## config.mk

```make
export PLATFORM = sky130hd
export DESIGN_NAME = pe_sequencer
export DESIGN_NICKNAME = d
export VERILOG_FILES = /design/src/rtl/pe_sequencer_pkg.sv /design/src/rtl/seq_timer.sv /design/src/rtl/pe_sequencer.sv
export SDC_FILE = /design/constraint.sdc
export NUM_CORES = 1
export LEC_CHECK = 0
export BUFFER_PORTS_ARGS = -buffer_cell sky130_fd_sc_hd__buf_2
export CAP_MARGIN = 20
export CORE_MARGIN = 4
export CORE_UTILIZATION = 48
export CTS_CLUSTER_DIAMETER = 50
export CTS_CLUSTER_SIZE = 10
export DETAILED_ROUTE_END_ITERATION = 7
export PLACE_DENSITY_LB_ADDON = 0.15
export SYNTH_ARGS = -nofsm -noshare
export SYNTH_HDL_FRONTEND = slang
export SYNTH_HIERARCHICAL = 1
export SYNTH_SLANG_ARGS = --single-unit
export TNS_END_PERCENT = 100
```

## constraint.sdc

```tcl
create_clock -name clk -period 2.6 [get_ports clk]
set_input_delay 0.52 -clock clk [delete_from_list [all_inputs] [get_ports clk]]
set_output_delay 0.52 -clock clk [all_outputs]
set_load 0.02 [all_outputs]
```

## src/rtl/pe_sequencer_pkg.sv

```systemverilog
// pe_sequencer shared types and widths.
// FSM encoding, operand and result widths.
package pe_sequencer_pkg;

   localparam int OP_W  = 8;
   localparam int RES_W = 24;

   typedef enum logic [2:0] {
      S_IDLE,
      S_PRIME,
      S_STREAM,
      S_WAIT_DONE,
      S_HOLD
   } state_t;

endpackage

```

## src/rtl/seq_timer.sv

```systemverilog
// seq_timer: wait-for-done timeout counter.
// Load sets the count to 1; expire when it reaches TIMEOUT.
module seq_timer #(
   parameter int TIMEOUT = 16
) (
   input  logic clk,
   input  logic rst,
   input  logic load,
   input  logic enable,
   output logic expire
);

   localparam int CW = $clog2(TIMEOUT + 1);

   logic [CW-1:0] r_cnt;

   assign expire = (r_cnt == CW'(TIMEOUT));

   // count up while enabled, saturating at the expiry value
   always_ff @(posedge clk) begin
      if (rst) begin
         r_cnt <= '0;
      end else if (load) begin
         r_cnt <= CW'(1);
      end else if (enable && !expire) begin
         r_cnt <= r_cnt + CW'(1);
      end
   end

endmodule

```

## src/rtl/pe_sequencer.sv

```systemverilog
// pe_sequencer: streams K operand pairs from a buffer into a PE
// and returns the PE result (or a timeout error) downstream.
module pe_sequencer
   import pe_sequencer_pkg::*;
#(
   parameter int ADDR_W  = 8,
   parameter int TIMEOUT = 16
) (
   input  logic              clk,
   input  logic              rst,
   input  logic              start,
   input  logic [ADDR_W-1:0] len,
   output logic              busy,
   output logic              rd_en,
   output logic [ADDR_W-1:0] rd_addr,
   input  logic [OP_W-1:0]   rd_data1,
   input  logic [OP_W-1:0]   rd_data2,
   output logic              pe_ready,
   output logic [OP_W-1:0]   pe_data1,
   output logic [OP_W-1:0]   pe_data2,
   input  logic              pe_done,
   input  logic [RES_W-1:0]  pe_outdata,
   output logic              res_valid,
   input  logic              res_ready,
   output logic [RES_W-1:0]  res_data,
   output logic              res_err
);

   state_t             r_state;
   state_t             w_next;
   logic [ADDR_W-1:0]  r_len;
   logic [ADDR_W-1:0]  r_idx;
   logic [RES_W-1:0]   r_res;
   logic               r_err;
   logic               w_last;
   logic               w_tload;
   logic               w_tenb;
   logic               w_expire;

   assign w_last   = (r_idx == r_len - ADDR_W'(1));
   assign res_data = r_res;
   assign res_err  = r_err;

   seq_timer #(
      .TIMEOUT (TIMEOUT)
   ) u_timer (
      .clk    (clk),
      .rst    (rst),
      .load   (w_tload),
      .enable (w_tenb),
      .expire (w_expire)
   );

   // state register
   always_ff @(posedge clk) begin
      if (rst) begin
         r_state <= S_IDLE;
      end else begin
         r_state <= w_next;
      end
   end

   // next state and per-state outputs
   always_comb begin
      w_next    = r_state;
      busy      = 1'b1;
      rd_en     = 1'b0;
      rd_addr   = '0;
      pe_ready  = 1'b0;
      pe_data1  = '0;
      pe_data2  = '0;
      res_valid = 1'b0;
      w_tload   = 1'b0;
      w_tenb    = 1'b0;
      unique case (r_state)
         S_IDLE: begin
            busy = 1'b0;
            if (start) begin
               w_next = (len != '0) ? S_PRIME : S_HOLD;
            end
         end
         S_PRIME: begin
            rd_en  = 1'b1;
            w_next = S_STREAM;
         end
         S_STREAM: begin
            pe_ready = 1'b1;
            pe_data1 = rd_data1;
            pe_data2 = rd_data2;
            rd_en    = !w_last;
            rd_addr  = w_last ? '0 : r_idx + ADDR_W'(1);
            if (pe_done) begin
               w_next = S_HOLD;
            end else if (w_last) begin
               w_next  = S_WAIT_DONE;
               w_tload = 1'b1;
            end
         end
         S_WAIT_DONE: begin
            pe_ready = 1'b1;
            w_tenb   = 1'b1;
            if (pe_done || w_expire) begin
               w_next = S_HOLD;
            end
         end
         S_HOLD: begin
            res_valid = 1'b1;
            if (res_ready) begin
               w_next = S_IDLE;
            end
         end
         default: w_next = S_IDLE;
      endcase
   end

   // job length, pair index and result capture
   always_ff @(posedge clk) begin
      if (rst) begin
         r_len <= '0;
         r_idx <= '0;
         r_res <= '0;
         r_err <= 1'b0;
      end else begin
         if (r_state == S_IDLE && start) begin
            r_len <= len;
            r_idx <= '0;
            if (len == '0) begin
               r_res <= '0;
               r_err <= 1'b0;
            end
         end
         if (r_state == S_STREAM) begin
            r_idx <= r_idx + ADDR_W'(1);
         end
         if ((r_state == S_STREAM || r_state == S_WAIT_DONE)
             && pe_done) begin
            r_res <= pe_outdata;
            r_err <= 1'b0;
         end else if (r_state == S_WAIT_DONE && w_expire) begin
            r_res <= '0;
            r_err <= 1'b1;
         end
      end
   end

endmodule
```

* Word-level counts from Yosys, hierarchy flattened *
Index checks and enable logic that the tools add are counted.

storage, ports and cells
  input port bits = 53
  register bits after elaboration = 49
  output and inout port bits = 53

cells by class
  equal/unequal tests = 10
  add/sub/neg operators = 3
  muxes and demuxes = 30
  reductions and logical operators = 23

operators by type and width
  kind                   count
  $mux W24               4
  $mux W8                6
  $mux W3                6
  $pmux W3 S5            1
  $mux W1                12
  $add A8 B1 Y8 const B  1
  $eq A8 B8 Y1           1
  $logic_not A8 Y1       1
  $reduce_bool A2 Y1     4
  $reduce_bool A8 Y1     1
  $sub A8 B1 Y8 const B  1
  $eq A3 B2 Y1 const B   2
  $ne A2 B2 Y1 const B   3
  $reduce_bool A3 Y1     2
  $reduce_or A2 Y1       3
  $add A5 B1 Y5 const B  1
  $eq A5 B5 Y1 const B   1
  $logic_and A1 B1 Y1    4
  $reduce_and A2 Y1      2
  $reduce_and A4 Y1      1
  $eq A3 B1 Y1 const B   1
  $eq A3 B3 Y1 const B   1
  $logic_not A3 Y1       1
  $ne A3 B3 Y1 const B   1
  other kinds (3)        5

* Longest topological paths before layout *
  word-level depth = 6
  mapped depth = 11
  depth with buffers taken out = 11

* By module *
The synthesis kept the hierarchy.

by module, submodules not included
  module        area each (µm²)  cells each  sequential area each (µm²)  instances
  pe_sequencer  2224.6           272         880.8                       1
  seq_timer     271.5            29          100.1                       1

* Worst setup path after synthesis *
Ideal clock, no wire load.

  path type = reg-to-output
  from = reg r_len[0]
  to = out rd_addr[2]
  path slack = 319 ps
  stages on the path, launching flop included = 9
  data arrival time = 1761 ps
  required time = 2080 ps
  cell sequence = dfxtp_1 > inv_1 > ha_1 > nor2b_1 > o21a_1 > o21ai_0 > o31ai_1 > a31o_4 > nor2_1

between the ends
  longest elaborated chain between the ends = 4

ends and longest elaborated chain
  what                      line                 source
  start: declaration        pe_sequencer.sv:31   logic [ADDR_W-1:0] r_len;
  start signal: assignment  pe_sequencer.sv:125  r_len <= len;
  $sub A8 B1 Y8             pe_sequencer.sv:40   assign w_last = (r_idx == r_len - ADDR_W'(1));
  $eq A8 B8 Y1              pe_sequencer.sv:40
  $mux W8                   pe_sequencer.sv:91   rd_addr = w_last ? '0 : r_idx + ADDR_W'(1);
  $mux W8                   pe_sequencer.sv:75   unique case (r_state)
  end: declaration          pe_sequencer.sv:15   output logic [ADDR_W-1:0] rd_addr,

No other way between the ends.

* Final worst setup path *
  from = reg r_len[0]
  to = out rd_addr[6]

Same word-level chain as after synthesis.

==> metrics.yaml <==
die_w_microns: 80.1
report.final.slew_viol_count: 0
grt_max_degree: 32
syn_inst: 301
vias: 2490
cp_slowest_cell: "a2111oi_4"
cts_tree: "done"
synth_top_area_share_pct: 39.3
worst_pin_slew_ns: 0.498
wl_microns: 6430
p_per_area_nw_per_um2: 538
cts-root-buf: "clkbuf_8"
antenna_found_initial: 0
rsz0062_at_grt: "true"
cts_buffers: 5
skew_ns: 0.00634
drc: 0
dpl.hpwl_microns: 4620
fin_util_pct: 68.1
period_needed_ns: 2.62
hold_depth: 3
grt_usage_pct: 20.2
finalWorstSetupSlack_ns: -0.0191
initial_core_util_pct: 51.2
maxSlewHeadroom_pct: 66.7
cp-start-kind: "flip-flop"
finalSetupViolations: 4
synthDistinctLibCells: 45
cp-end-kind: "output port"
routabilityCongestion: 0.836
synth_nets: 358
synth_common_cells: "49 x dfxtp_1, 48 x nor2_1, 28 x nand2_1, 25 x a22oi_1, 20 x and2_1"
fillers: 416
area_delta_synth_final_pct: 33.0
cap_violations: 0
synth_area_leaders: "dfxtp_1 39%, a22oi_1 7.5%, nor2_1 7.2%"
avgSynthCellArea_sq_um: 8.29
fmax_mhz: 382
die_h_microns: 80.1
final_nets: 465
dp.cells: 464
drtIter0Drc: 144
violations: "negative setup slack"
finalPower_uw: 1790
drtAntennaViolNets: 0
layout.area.seq_sq_um: 990
crit_fanout: 8
cts_max_level: 2
grt_pass1_wl_microns: 10500
path_cells: "or2_4, nor2_1, xnor2_1, a2111oi_4, a31o_4, nor2_1, buf_4"
slowest_delay_ns: 0.41
multi_input_area_sq_um: 1460
cts_num_sinks: 49
core_area_sq_um: 4880
antenna_cells: 0
ys_ff_latch: 49
yosysWarnings: 6
portBuffers: 105
clock_path_buffers: 2
final-hold-violation-count: 0
arrival_ns: 2.10
seq_area_frac_synth_pct: 39.3
synth_edf_count: 0
synth_area_leader_cell: "dfxtp_1"
die_area_sq_um: 6420
wl_per_cell_microns: 13.5
hold_path_class: "in2reg"
routed_via_density: 5.23
clk_latency_ns: 0.30
ios: 106
p_leak_uw: 0.00151
crit_required_ns: 2.08
status: "finished with violations"
fp-row-count: 25
crit_top_cell: "nor2_1"
synth.most_common_cell: "dfxtp_1"
clk_pin_slew_worst_paths_ns: 0.08
fin_tns_setup_ns: -0.0374
grt_pass1_vias: 2339
vdd_ir_drop_max_uv: 412
grt_overflow: 0
timing.final.crit_share_pct: 101
synthArstFlopShare_pct: 0
crit_type: "reg2out"
firstDrtPassIters: 4
worstRegToRegCells: 10
synth_ff_type: "dfxtp_1"
synth_area_sq_um: 2500
finalNonFillerCells: 476
drive_gt1_share_pct: 34.7
[repair_timing]
action,in CTS,in global routing
hold buffers,0,0
endpoints found under the setup margin,9,9
buffers inserted,3,1
gates resized for setup,14,14
pin swaps,5,4
[per-stage QoR]
stage	hold slack, ns	instance area [sq um]	setup WS (ns)
2_1_floorplan	0.448	2500	0.319
3_3_place_gp	0.462	3080	0.259
3_5_place_dp	0.475	3080	0.184
4_1_cts	0.451	3270	-0.0131
5_1_grt	0.462	3320	-0.138
6_report	0.457	3320	-0.0191
[worst max-delay path, delay by kind of cell, from the launching register on]
family          cells  cell delay, ns
compound gates      2            0.70
buf+inv             1            0.16
flops               1            0.37
xor+xnor            1            0.11
simple gates        3            0.47
[registers in the layout (all words and copies together) (netlist names)]
| register | count |
|---|---|
| r_idx | 8 |
| r_state | 3 |
| r_len | 8 |
| res_err | 1 |
| res_data | 24 |
| u_timer/r_cnt | 5 |
[cell usage in the layout, fill, tap and decap left out, types with 3 or more instances in the layout]
cell / instances
buf_2: 100
nor2_1: 46
dfxtp_1: 46
nand2_1: 28
a22oi_1: 25
and2_1: 20
a21oi_1: 19
buf_4: 11
xnor2_1: 10
o21ai_0: 9
xor2_1: 7
nor3_1: 6
clkbuf_8: 6
inv_1: 5
and3_1: 5
nand3b_1: 5
nor2b_1: 4
buf_6: 4
a211oi_1: 3
nand4_1: 3
ha_1: 3
[worst paths after layout]
kind / startpoint / endpoint / slack [ns]
worst min-delay path: len[1] / r_len[1] / 0.46
worst min register to register: r_len[7] / r_len[7] / 0.49
worst max register to register: r_len[0] / u_timer/r_cnt[1] / 0.34
worst max-delay path: r_len[0] / rd_addr[6] / -0.02
[cell families after synthesis]
family                   count (synthesis)  share of synthesized area [%]
XOR/XNOR                                17                           5.96
adder cells (fa/ha/maj)                  4                           2.01
AND/OR/NAND/NOR                        134                           27.5
buffers and inverters                   23                           4.41
AO/OA/AOI/OAI                           73                           20.5
multiplexers                             1                          0.401
flip-flops                              49                           39.3
[layout make-up]
type	count	share of cell area [%]
inverter	8	1.39
sequential	49	29.8
clock inverter	1	0.904
multi-input combinational	229	43.9
tap	67	2.52
timing repair buffer	115	18.9
clock buffer	7	2.60
[report_power, final]
| group | leakage (uW) | switching, uW | internal, uW |
|---|---|---|---|
| combinational | 0.00106 | 234 | 176 |
| clock | 0.0000585 | 246 | 314 |
| sequential | 0.000399 | 36.6 | 780 |
[metal layers]
| layer | track usage, % | vias to the layer above | part of all wire (%) | routed length (microns) |
|---|---|---|---|---|
| met5 | 0 | - | 0 | 0 |
| met4 | 7.26 | 0 | 1.7 | 110 |
| met3 | 4.93 | 10 | 7.7 | 493 |
| met2 | 34.6 | 96 | 48 | 3070 |
| met1 | 24.6 | 1124 | 43 | 2750 |
| li1 | - | 1260 | - | - |
(Power assumes the default switching activity.)
